[config.mk]
export PLATFORM = sky130hd
export DESIGN_NAME = instr_sequencer_flat
export DESIGN_NICKNAME = d
export VERILOG_FILES = /design/src/rtl/instr_sequencer_if.sv /design/src/rtl/instr_sequencer.sv /design/src/flat_wrapper.sv
export SDC_FILE = /design/constraint.sdc
export NUM_CORES = 1
export LEC_CHECK = 0
export BUFFER_PORTS_ARGS = -buffer_cell sky130_fd_sc_hd__buf_2
export CAP_MARGIN = 20
export CORE_MARGIN = 5
export CORE_UTILIZATION = 25
export DETAILED_ROUTE_END_ITERATION = 12
export SETUP_SLACK_MARGIN = 0.3
export SYNTH_ARGS = -nofsm -noshare
export SYNTH_HDL_FRONTEND = slang
export SYNTH_SLANG_ARGS = --single-unit
[constraint.sdc]
create_clock -name clk -period 4.37 [get_ports clk]
set_clock_uncertainty 0.15 [all_clocks]
set_input_delay 0.2185 -clock clk [delete_from_list [all_inputs] [get_ports clk]]
set_output_delay 0.2185 -clock clk [all_outputs]
set_load 0.02 [all_outputs]
[src/rtl/instr_sequencer_if.sv]
// rtl/instr_sequencer_if.sv - host/processor-facing signals of the instruction sequencer.
// Optional step input exists only when SEQ_STEP_EN is defined.
interface instr_sequencer_if #(
  parameter int PC_W = 4
);
  logic            start;
  logic            load_en;
  logic [PC_W-1:0] load_addr;
  logic [31:0]     load_data;
`ifdef SEQ_STEP_EN
  logic            step;
`endif
  logic [31:0]     instr;
  logic            instr_valid;
  logic [PC_W-1:0] pc;
  logic            busy;
  logic            done;
  logic            illegal;
  logic [7:0]      icount;

  modport master (
`ifdef SEQ_STEP_EN
    output step,
`endif
    output start, load_en, load_addr, load_data,
    input  instr, instr_valid, pc, busy, done, illegal, icount
  );

  modport slave (
`ifdef SEQ_STEP_EN
    input  step,
`endif
    input  start, load_en, load_addr, load_data,
    output instr, instr_valid, pc, busy, done, illegal, icount
  );
endinterface

[src/rtl/instr_sequencer.sv]
// rtl/instr_sequencer.sv - fetches words from a host-loaded store and issues them to the processor.
// Define SEQ_STEP_EN to make FETCH->ISSUE wait on the step input (single-step debug).
module instr_sequencer #(
  parameter int IMEM_DEPTH = 16,
  parameter int PC_W       = 4
) (
  input  logic              clk,
  input  logic              rst,
  instr_sequencer_if.slave  bus
);
  localparam logic [5:0] OP_NOP  = 6'h00;
  localparam logic [5:0] OP_ADD  = 6'h01;
  localparam logic [5:0] OP_SW   = 6'h02;
  localparam logic [5:0] OP_LW   = 6'h04;
  localparam logic [5:0] OP_HALT = 6'h3F;

  typedef enum logic [2:0] {S_IDLE, S_FETCH, S_ISSUE, S_HOLD, S_HALT} state_t;

  state_t          state_q;
  logic [PC_W-1:0] pc_q;
  logic [31:0]     ir_q;
  logic [31:0]     instr_q;
  logic            valid_q;
  logic            busy_q;
  logic            done_q;
  logic            illegal_q;
  logic [7:0]      icount_q;

  logic [31:0]     imem [IMEM_DEPTH];
  logic [31:0]     fetch_word;
  logic [5:0]      fetch_op;
  logic            last_slot;
  logic [7:0]      icount_d;
  logic            step_ok;

  assign fetch_word = imem[pc_q];
  assign fetch_op   = fetch_word[31:26];
  assign last_slot  = (pc_q == PC_W'(IMEM_DEPTH - 1));
  assign icount_d   = (icount_q == 8'hFF) ? icount_q : icount_q + 8'd1;

`ifdef SEQ_STEP_EN
  assign step_ok = bus.step;
`else
  assign step_ok = 1'b1;
`endif

  // The store has no reset so a program survives rst; host writes are locked out while running.
  always_ff @(posedge clk) begin
    if (bus.load_en && !busy_q) begin
      imem[bus.load_addr] <= bus.load_data;
    end
  end

  always_ff @(posedge clk or posedge rst) begin
    if (rst) begin
      state_q   <= S_IDLE;
      pc_q      <= '0;
      ir_q      <= '0;
      instr_q   <= '0;
      valid_q   <= 1'b0;
      busy_q    <= 1'b0;
      done_q    <= 1'b0;
      illegal_q <= 1'b0;
      icount_q  <= '0;
    end else begin
      case (state_q)
        S_IDLE: begin
          if (bus.start) begin
            state_q   <= S_FETCH;
            pc_q      <= '0;
            icount_q  <= '0;
            illegal_q <= 1'b0;
            busy_q    <= 1'b1;
          end
        end
        S_FETCH: begin
          ir_q <= fetch_word;
          case (fetch_op)
            OP_ADD, OP_SW, OP_LW: begin
              if (step_ok) begin
                state_q <= S_ISSUE;
                instr_q <= fetch_word;
                valid_q <= 1'b1;
              end
            end
            OP_HALT: begin
              state_q <= S_HALT;
              busy_q  <= 1'b0;
              done_q  <= 1'b1;
            end
            default: begin
              // nop and unknown opcodes are skipped; only unknown ones flag illegal
              if (fetch_op != OP_NOP) illegal_q <= 1'b1;
              if (last_slot) begin
                state_q <= S_HALT;
                busy_q  <= 1'b0;
                done_q  <= 1'b1;
              end else begin
                pc_q <= pc_q + PC_W'(1);
              end
            end
          endcase
        end
        S_ISSUE, S_HOLD: begin
          if (state_q == S_ISSUE && ir_q[31:26] == OP_LW) begin
            state_q <= S_HOLD;
            instr_q <= ir_q;
          end else begin
            instr_q  <= '0;
            valid_q  <= 1'b0;
            icount_q <= icount_d;
            if (last_slot) begin
              state_q <= S_HALT;
              busy_q  <= 1'b0;
              done_q  <= 1'b1;
            end else begin
              pc_q    <= pc_q + PC_W'(1);
              state_q <= S_FETCH;
            end
          end
        end
        S_HALT: begin
          if (bus.start) begin
            state_q <= S_IDLE;
            done_q  <= 1'b0;
          end
        end
        default: state_q <= S_IDLE;
      endcase
    end
  end

  assign bus.instr       = instr_q;
  assign bus.instr_valid = valid_q;
  assign bus.pc          = pc_q;
  assign bus.busy        = busy_q;
  assign bus.done        = done_q;
  assign bus.illegal     = illegal_q;
  assign bus.icount      = icount_q;
endmodule
[src/flat_wrapper.sv]
// flat-port wrapper written by rule: the top's interface ports become plain ports
module instr_sequencer_flat 
#(
  parameter int IMEM_DEPTH = 16,
  parameter int PC_W       = 4
)
  (clk, rst, bus_start, bus_load_en, bus_load_addr, bus_load_data, bus_instr, bus_instr_valid, bus_pc, bus_busy, bus_done, bus_illegal, bus_icount);
  instr_sequencer_if #(.PC_W(PC_W)) bus_i ();
  input  logic clk;
  input  logic rst;
  input wire logic [$bits(bus_i.start)-1:0] bus_start;
  input wire logic [$bits(bus_i.load_en)-1:0] bus_load_en;
  input wire logic [$bits(bus_i.load_addr)-1:0] bus_load_addr;
  input wire logic [$bits(bus_i.load_data)-1:0] bus_load_data;
  output wire logic [$bits(bus_i.instr)-1:0] bus_instr;
  output wire logic [$bits(bus_i.instr_valid)-1:0] bus_instr_valid;
  output wire logic [$bits(bus_i.pc)-1:0] bus_pc;
  output wire logic [$bits(bus_i.busy)-1:0] bus_busy;
  output wire logic [$bits(bus_i.done)-1:0] bus_done;
  output wire logic [$bits(bus_i.illegal)-1:0] bus_illegal;
  output wire logic [$bits(bus_i.icount)-1:0] bus_icount;
  assign bus_i.start = bus_start;
  assign bus_i.load_en = bus_load_en;
  assign bus_i.load_addr = bus_load_addr;
  assign bus_i.load_data = bus_load_data;
  assign bus_instr = bus_i.instr;
  assign bus_instr_valid = bus_i.instr_valid;
  assign bus_pc = bus_i.pc;
  assign bus_busy = bus_i.busy;
  assign bus_done = bus_i.done;
  assign bus_illegal = bus_i.illegal;
  assign bus_icount = bus_i.icount;
  instr_sequencer #(.IMEM_DEPTH(IMEM_DEPTH), .PC_W(PC_W)) u_core (.clk(clk), .rst(rst), .bus(bus_i));
endmodule
==> qor.csv <==
metric;value;unit
via_per_inst;4.641;
crit_fanout;35;
ir_worst_vdd;0.0003132;V
p_leak;9.046;nW
ctsRootBufferMaster;clkbuf_16;
ys_seq_elements;595;
cts_buffer_depth;3;
clkLatencyLatePin;0.60;ns
routed_wl;56.11;mm
core_region_area;91660;sq um
seq_area;17460;sq um
grt_pass1_vias;12070;
ys_warn_count;0;
fill_cells;8870;
hpwlAfterDp;30.85;mm
fmax;272.1;MHz
cts_tree;built;
reg2reg_depth;8;
die_h;313.9;microns
portBuffers;87;
grt_use_total;11.16;%
cp.arrival;3.99;ns
switching_power;0.004160;W
clockPowerShare;30.4;%
vias;11610;
area_growth;17.89;%
switching_share;28.16;%
grt_overflow;0;
ioPinCount;88;
grt_pass1_wl;82.32;mm
hold_class;primary input to flop;
multiInputGateArea;5464;sq um
nets;1309;
synth_top_area_share;66.59;%
initial_core_util;25.19;%
cts_max_level;2;
holdPathStages;3;
pwr-share-comb;22.8;%
antenna_left;0;
outcome;finished, final reports clean;
setup_violations;0;
p_per_area;542.7;nW/um^2
power.internal;0.01061;W
synth.avg_cell_area;20.74;sq um
pwr-share-seq;46.8;%
crit_start;u_core.bus.pc[0]$_DFFE_PP0P_;
drive_above_1_share;29.90;%
fin_tns_setup;0;ns
synthCells;1113;
die_x;313.9;microns
cts_sinks;595;
final_area;27220;sq um
drt_iter0_markers;1368;
synth_edf_count;512;
avgRoutedWirePerCell;22.44;microns
core.rowCount;111;
place_congestion;0.7778;
hold_viol;0;
rsz0062_at_grt;no;
worstSetupPathType;flop to flop;
synthFlopType;edfxtp_1;
cts_resized;0;
min_period;3.675;ns
cts_setup_buffers;0;
post_dp_cell_area;25180;sq um
layout_commonest_cell;edfxtp_1;
synthesis.nets;1155;
slew_headroom;38.89;%
timing.final.crit_share;84.09;%
most-common-layout-cells;512 x edfxtp_1, 152 x mux4_2, 105 x nand2_1, 87 x buf_2, 80 x dfrtp_1;
cp.required;4.69;ns
start_kind;flop;
synthArstFlopShare;13.95;%
cap_violations;0;
holdBufCountCts;36;
synth.top_cells.by_area;edfxtp_1 67%, mux4_2 15%, dfrtp_1 9.0%, nand2_1 1.7%, a22o_1 1.3%;
die-area;98530;sq um
critPathCaptureType;flop;
drv_slew;0;
antenna_found_initial;4;
ys_types;58;
numCtsBuffers;54;
min-delay-start;bus_load_addr[2];
worstMarginPinSlew;0.9145;ns
cts.reportedPaths.clkPinSlew;0.07;ns
first_pass_iters;5;
drc_errors;0;
synth_top_area_cell;edfxtp_1;
ys_seq_area_share;75.59;%
grt_max_degree;54;
reg2reg_from;u_core.bus.pc[0]$_DFFE_PP0P_;
synth_area;23090;sq um
## path summary, 6_finish.rpt
kind	to	slack (ns)
min in group asynchronous	u_core.bus.instr[30]$_DFFE_PP0P_	0.17
hold reg to reg	u_core.ir_q[2]$_DFFE_PP0P_	0.33
max in group asynchronous	u_core.bus.instr[14]$_DFFE_PP0P_	2.92
setup / recovery	u_core.bus.instr[13]$_DFFE_PP0P_	0.70
hold / removal	u_core.imem[9][27]$_DFFE_PP_	0.09
setup reg to reg	u_core.bus.instr[13]$_DFFE_PP0P_	0.70
## cells in the mapped netlist (all sizes together), types with 2 or more instances
cell and n:
a21o 10, a221oi 2, a22o 35, a31oi 3, and2 5, and3 5
buf 24, clkbuf 32, dfrtp 83, edfxtp 512, ha 2, inv 4
mux2 20, mux2i 5, mux4 152, nand2 106, nand2b 3, nand3 3
nand4 4, nor2 34, nor2b 4, nor3 10, nor4b 2, o21ai 26
o41ai 2, or3 4
## critical path, cell delays in order (launching register included)
cell	delay [ns]
dfrtp_4	0.83
mux4_2	0.59
a22o_1	0.25
nor2_2	0.24
xnor2_1	0.11
mux2_4	0.30
o21ai_4	0.21
nand2_4	0.35
mux2_4	0.44
## state kept, by name (all words and copies together), names as in the netlist
register,count
u_core.imem,512
u_core.bus.instr,32
u_core.ir_q,32
u_core.bus.icount,8
u_core.bus.pc,4
u_core.state_q,3
u_core.bus.busy,1
u_core.bus.done,1
u_core.bus.illegal,1
u_core.bus.instr_valid,1
## power by group through the flow
stage               logic, W  clock network, W  registers [W]
finish               0.00337           0.00450        0.00691
global route         0.00365           0.00486        0.00695
CTS                  0.00342           0.00461        0.00691
detailed placement   0.00337                 0        0.00702
global placement     0.00331                 0        0.00700
floorplan            0.00242                 0        0.00696
## cells by family after synthesis
kind of cell	count (synthesis)	synth area share [%]
flip-flops	595	75.59
adder cells (fa/ha/maj)	2	0.1084
multiplexers	177	16.28
XOR/XNOR	1	0.03794
AO/OA/AOI/OAI	90	3.035
buffers and inverters	60	1.225
AND/OR/NAND/NOR	188	3.728
## layer usage
layer  GRT usage, %  vias to the layer above  routed length (microns)
met3          2.644                       73                     4128
li1               -                     4866                        -
met4          2.048                        0                      911
met5              0                        -                        0
met1          16.29                     6272                    25390
met2          17.26                      395                    25690
## final cells by class
class / count / area share, %
inverter: 4 / 0.06435
timing repair buffer: 154 / 4.100
tap: 1186 / 5.452
sequential: 595 / 64.15
clock buffer: 82 / 5.654
clock inverter: 18 / 0.4735
multi-input combinational: 458 / 20.07
antenna: 4 / 0.03677
## stage by stage
stage	hold slack (ns)	util (%)	setup WS (ns)	instances	power [W]
2_1_floorplan	0.1674	-	0.3854	1113	0.009383
3_3_place_gp	0.2212	27.47	0.7516	2361	0.01031
3_5_place_dp	0.2364	27.47	0.7211	2361	0.01039
4_1_cts	0.05910	29.68	0.6934	2497	0.01493
5_1_grt	0.08886	29.68	0.5068	2497	0.01546
6_report	0.08998	29.70	0.6951	2501	0.01477
(Power assumes the default switching activity.)
